==> src/rtl/elevator_pkg.sv <==
// Shared elevator types: floor numbers, direction codes and the request bundle.
// Also holds the default legal floor range used by queue and controller.
package elevator_pkg;

  localparam int FLOOR_W = 3;
  localparam int DEF_MIN_FLOOR = 1;
  localparam int DEF_MAX_FLOOR = 5;

  localparam logic DIR_UP = 1'b1;
  localparam logic DIR_DOWN = 1'b0;

  typedef logic [FLOOR_W-1:0] floor_t;

  typedef struct packed {
    floor_t src;
    floor_t dest;
    logic   dir;
  } request_t;

endpackage

==> src/rtl/elevator_request_queue_strobe_sync.sv <==
// Brings the asynchronous set_clk strobe into the clk domain.
// Emits a single-cycle push_evt for each rising edge of the strobe.
module strobe_sync (
  input  logic clk,
  input  logic rst_n,
  input  logic set_clk,
  output logic push_evt
);

  logic s1;
  logic s2;
  logic s3;

  always_ff @(posedge clk) begin
    if (!rst_n) begin
      s1 <= 1'b0;
      s2 <= 1'b0;
      s3 <= 1'b0;
    end else begin
      s1 <= set_clk;
      s2 <= s1;
      s3 <= s2;
    end
  end

  assign push_evt = s2 & ~s3;

endmodule

==> src/rtl/elevator_request_queue.sv <==
// Request entry stage: synchronises the strobe, validates the request
// and buffers it in a small FIFO drained over valid/ready.
module elevator_request_queue
  import elevator_pkg::*;
#(
  parameter int DEPTH     = 4,
  parameter int MIN_FLOOR = elevator_pkg::DEF_MIN_FLOOR,
  parameter int MAX_FLOOR = elevator_pkg::DEF_MAX_FLOOR
) (
  input  logic                     clk,
  input  logic                     rst_n,
  input  logic                     set_clk,
  input  logic [2:0]               src_input,
  input  logic [2:0]               dest_input,
  input  logic                     direction_input,
  output logic                     req_valid,
  input  logic                     req_ready,
  output logic [2:0]               req_src,
  output logic [2:0]               req_dest,
  output logic                     req_dir,
  output logic [$clog2(DEPTH):0]   count,
  output logic                     full,
  output logic                     overflow,
  output logic                     reject
);

  localparam int AW = $clog2(DEPTH);
  localparam int CW = AW + 1;

  logic          push_evt;
  request_t      in_req;
  logic          in_ok;
  logic          in_dir_exp;

  request_t      pend_req;
  logic          pend_vld;
  logic          pend_ok;

  request_t      mem [DEPTH];
  request_t      head;
  logic [AW-1:0] wr_ptr;
  logic [AW-1:0] rd_ptr;
  logic [CW-1:0] cnt;
  logic          ovf_q;
  logic          rej_q;

  logic          do_push;
  logic          do_pop;
  logic          do_ovf;

  strobe_sync u_sync (
    .clk      (clk),
    .rst_n    (rst_n),
    .set_clk  (set_clk),
    .push_evt (push_evt)
  );

  always_comb begin
    in_req      = '{src: src_input, dest: dest_input, dir: direction_input};
    in_dir_exp  = (dest_input > src_input) ? DIR_UP : DIR_DOWN;
    in_ok       = (src_input  >= floor_t'(MIN_FLOOR))
               && (src_input  <= floor_t'(MAX_FLOOR))
               && (dest_input >= floor_t'(MIN_FLOOR))
               && (dest_input <= floor_t'(MAX_FLOOR))
               && (src_input  != dest_input)
               && (direction_input == in_dir_exp);
  end

  assign full      = (cnt == CW'(DEPTH));
  assign req_valid = (cnt != '0);
  assign count     = cnt;
  assign overflow  = ovf_q;
  assign reject    = rej_q;

  // A full queue still accepts a push when the head leaves in the same cycle
  always_comb begin
    do_pop  = req_valid & req_ready;
    do_push = pend_vld & pend_ok & (~full | do_pop);
    do_ovf  = pend_vld & pend_ok & full & ~do_pop;
  end

  always_ff @(posedge clk) begin
    if (!rst_n) begin
      pend_vld <= 1'b0;
      pend_ok  <= 1'b0;
      pend_req <= '0;
      wr_ptr   <= '0;
      rd_ptr   <= '0;
      cnt      <= '0;
      ovf_q    <= 1'b0;
      rej_q    <= 1'b0;
    end else begin
      pend_vld <= push_evt;
      if (push_evt) begin
        pend_req <= in_req;
        pend_ok  <= in_ok;
      end
      ovf_q <= do_ovf;
      rej_q <= pend_vld & ~pend_ok;
      if (do_push) wr_ptr <= wr_ptr + 1'b1;
      if (do_pop)  rd_ptr <= rd_ptr + 1'b1;
      unique case ({do_push, do_pop})
        2'b10:   cnt <= cnt + 1'b1;
        2'b01:   cnt <= cnt - 1'b1;
        default: cnt <= cnt;
      endcase
    end
  end

  always_ff @(posedge clk) begin
    if (do_push) mem[wr_ptr] <= pend_req;
  end

  assign head     = mem[rd_ptr];
  assign req_src  = req_valid ? head.src  : '0;
  assign req_dest = req_valid ? head.dest : '0;
  assign req_dir  = req_valid ? head.dir  : 1'b0;

endmodule

==> config.mk <==
export PLATFORM = sky130hd
export DESIGN_NAME = elevator_request_queue
export DESIGN_NICKNAME = d
export VERILOG_FILES = /design/src/rtl/elevator_pkg.sv /design/src/rtl/elevator_request_queue_strobe_sync.sv /design/src/rtl/elevator_request_queue.sv
export SDC_FILE = /design/constraint.sdc
export NUM_CORES = 1
export LEC_CHECK = 0
export ABC_AREA = 1
export BUFFER_PORTS_ARGS = -buffer_cell sky130_fd_sc_hd__buf_2
export CAP_MARGIN = 20
export CORE_ASPECT_RATIO = 0.9
export CORE_UTILIZATION = 61
export CTS_BUF_LIST = sky130_fd_sc_hd__clkbuf_16
export CTS_CLUSTER_DIAMETER = 30
export DETAILED_ROUTE_END_ITERATION = 12
export PLACE_DENSITY = 0.86
export RECOVER_POWER = 25
export SYNTH_ARGS = -nofsm -noshare
export SYNTH_HDL_FRONTEND = slang
export SYNTH_SLANG_ARGS = --single-unit
==> constraint.sdc <==
create_clock -name clk -period 4.35 [get_ports clk]
set_input_delay 0.6525 -clock clk [delete_from_list [all_inputs] [get_ports clk]]
set_output_delay 0.6525 -clock clk [all_outputs]
set_load 0.01 [all_outputs]
==> out/results.ini <==
[sta]
period_share_pct=56.7
finalSetupViolCount=0
slew_violations=0
fin_skew_ps=3.84
clock.fmax_ghz=0.405
max_slew_margin_pct=55.3
grt_setup_unrepaired=false
timing.hold.ws_ps=410
setup_tns_ps=0
min_period_ps=2470
worst_pin_slew_ps=669
fin_ws_ps=1880
hold_viol=0

[floorplan]
row_count=20
start_util_pct=63.6
die_x_um=64.6
fp.dieH_um=58.3
core_um2=3380
die-area_um2=3770
io-pin-count=25

[placement]
dp_slack_ps=2020
hpwl_um=2590
routabilityCongestion=0.836
portBuffers=24

[clocking]
holdBufCountCts=0
cts.sinks=51
clockBufferDepth=2
cts_root_buffer=clkbuf_16
htreeDepth=2
post_cts.repair.setup_buffers=0
cts_made_buffers=5
worstSkewPairLatency_ps=280
cts_tree=done
path_clk_slew_ps=60
cts-resized-gates=0

[global_routing]
track_usage_pct=22.0
antenna_found_initial=0
grt_max_degree=18
grt_pass1_vias=1351
grt_pass1_wl_um=5940
overflow=0

[route]
vias=1485
drtPass1Iterations=4
ant_nets=0
detail_route.wl_per_cell_um=12.5
drtIter0Drc=80
viasPerCell=5.16
wl_um=3610
drcViolationCount=0

[setup_path]
crit_chain=inv_1 > o21ai_0 > a21oi_1 > buf_2
start_kind=flip-flop
arrival_ps=1820
critPathTopFamily=flip-flops
slowest_delay_ps=660
slowest_stage=dfxtp_1
crit_buf_inv=2
cp_max_fo=15
required_ps=3700
cp-end-kind=primary output
setup.worst_path.class=flip-flop to primary output

[pwr]
p_total_mw=0.908
leakage_nw=1.03
max-vdd-ir-drop_mv=0.193
powerDensity_nw_per_um2=373

[synth]
syn-num-nets=237
synthFlopType=edfxtp_1
synth_enable_flop_cells=28
yosysSeqAreaShare_pct=60.5
synthTopCellsByCount=46 x nor2_1, 29 x inv_1, 28 x edfxtp_1, 24 x a21oi_1, 24 x o21ai_0
syn_area_um2=2150
avgSynthCellArea_um2=9.91
yosysUniqueCellTypes=22
yosys_warnings=0
yosysMostFrequentCell=nor2_1
ys_seq_elements=51
synthTopCellsByArea=edfxtp_1 39%, dfxtp_1 21%, nor2_1 8.0%
synth_top_area_share_pct=39.1
synth_area_leader_cell=edfxtp_1
synth_cells=217
async_flop_share_pct=0

[finish]
n_fill_cell=247
num-nets-final=263
antenna_cells=0
drive_above_1_share_pct=16.8
utilization_pct=72.1
syn_to_final_growth_pct=13.4

[worst_hold_path]
hold_path_class=flip-flop to flip-flop

[flow_run]
drv_cap=0

[run_status]
status=complete, no violations

==> placed cells by master, fill, tap and decap left out <==
cell	count
a21oi_1	24
buf_2	24
clkbuf_16	5
clkinv_2	3
dfxtp_1	23
edfxtp_1	28
fa_1	1
ha_1	8
inv_1	29
inv_2	1
nand2_1	13
nand2_2	1
nand2_4	1
nand3_1	4
nor2_1	46
nor2_4	1
nor3_1	1
nor3_4	2
o21ai_0	24
o21ai_1	1
o21ai_2	3
xor2_1	1
==> metal layers <==
layer	global-route usage [%]	vias to the layer above	share of wire, %
li1	-	765	-
met1	26.8	680	45
met2	38.2	40	51
met3	6.40	0	4.5
met4	6.67	0	0
met5	0	-	0
==> cell type report <==
| class | instances | area (um^2) | area share, % |
|---|---|---|---|
| multi-input cells | 131 | 708 | 29.1 |
| well taps | 44 | 55.1 | 2.26 |
| clock inverters | 3 | 15.0 | 0.616 |
| flip-flops and latches | 51 | 1300 | 53.4 |
| repair buffers | 24 | 120 | 4.93 |
| clock buffers | 5 | 125 | 5.13 |
| inverters | 30 | 113 | 4.62 |
==> per-stage QoR <==
step / instance area (um^2) / cells
after floorplan: 2150 / 217
after global placement: 2300 / 280
after detailed placement: 2300 / 280
after CTS: 2440 / 288
after global routing: 2440 / 288
final: 2440 / 288
==> flip-flops by register name, summed over array words and instances, names as in the netlist, 2 cells and up, named ones only <==
register,flops
mem,28
pend_req,7
count,3
rd_ptr,2
wr_ptr,2
==> cells by family after synthesis <==
family	count (synthesis)	share of synthesized area (%)
compound gates	52	12.6
simple gates	69	14.3
flops	51	60.5
fa+ha+maj	9	5.59
xor+xnor	1	0.408
buf+inv	35	6.52
==> worst paths after layout <==
kind | endpoint | depth (start not counted) | slack (ps) | start
worst min register to register | pend_vld | 1 | 410 | u_sync.s3
worst min-delay path | pend_vld | 1 | 410 | u_sync.s3
worst max-delay path | req_dest[0] | 4 | 1880 | flip-flop
worst max register to register | count[2] | 11 | 2280 | count[2]
==> report_power, final <==
part           switching [mW]  leakage, nW  internal, mW  total (mW)
Combinational          0.0193        0.513        0.0122      0.0315
Sequential            0.00547        0.448         0.512       0.518
Clock                   0.150       0.0733         0.209       0.359
Total                   0.174         1.03         0.734       0.908
Note: power is estimated with default switching activity, not from simulation.
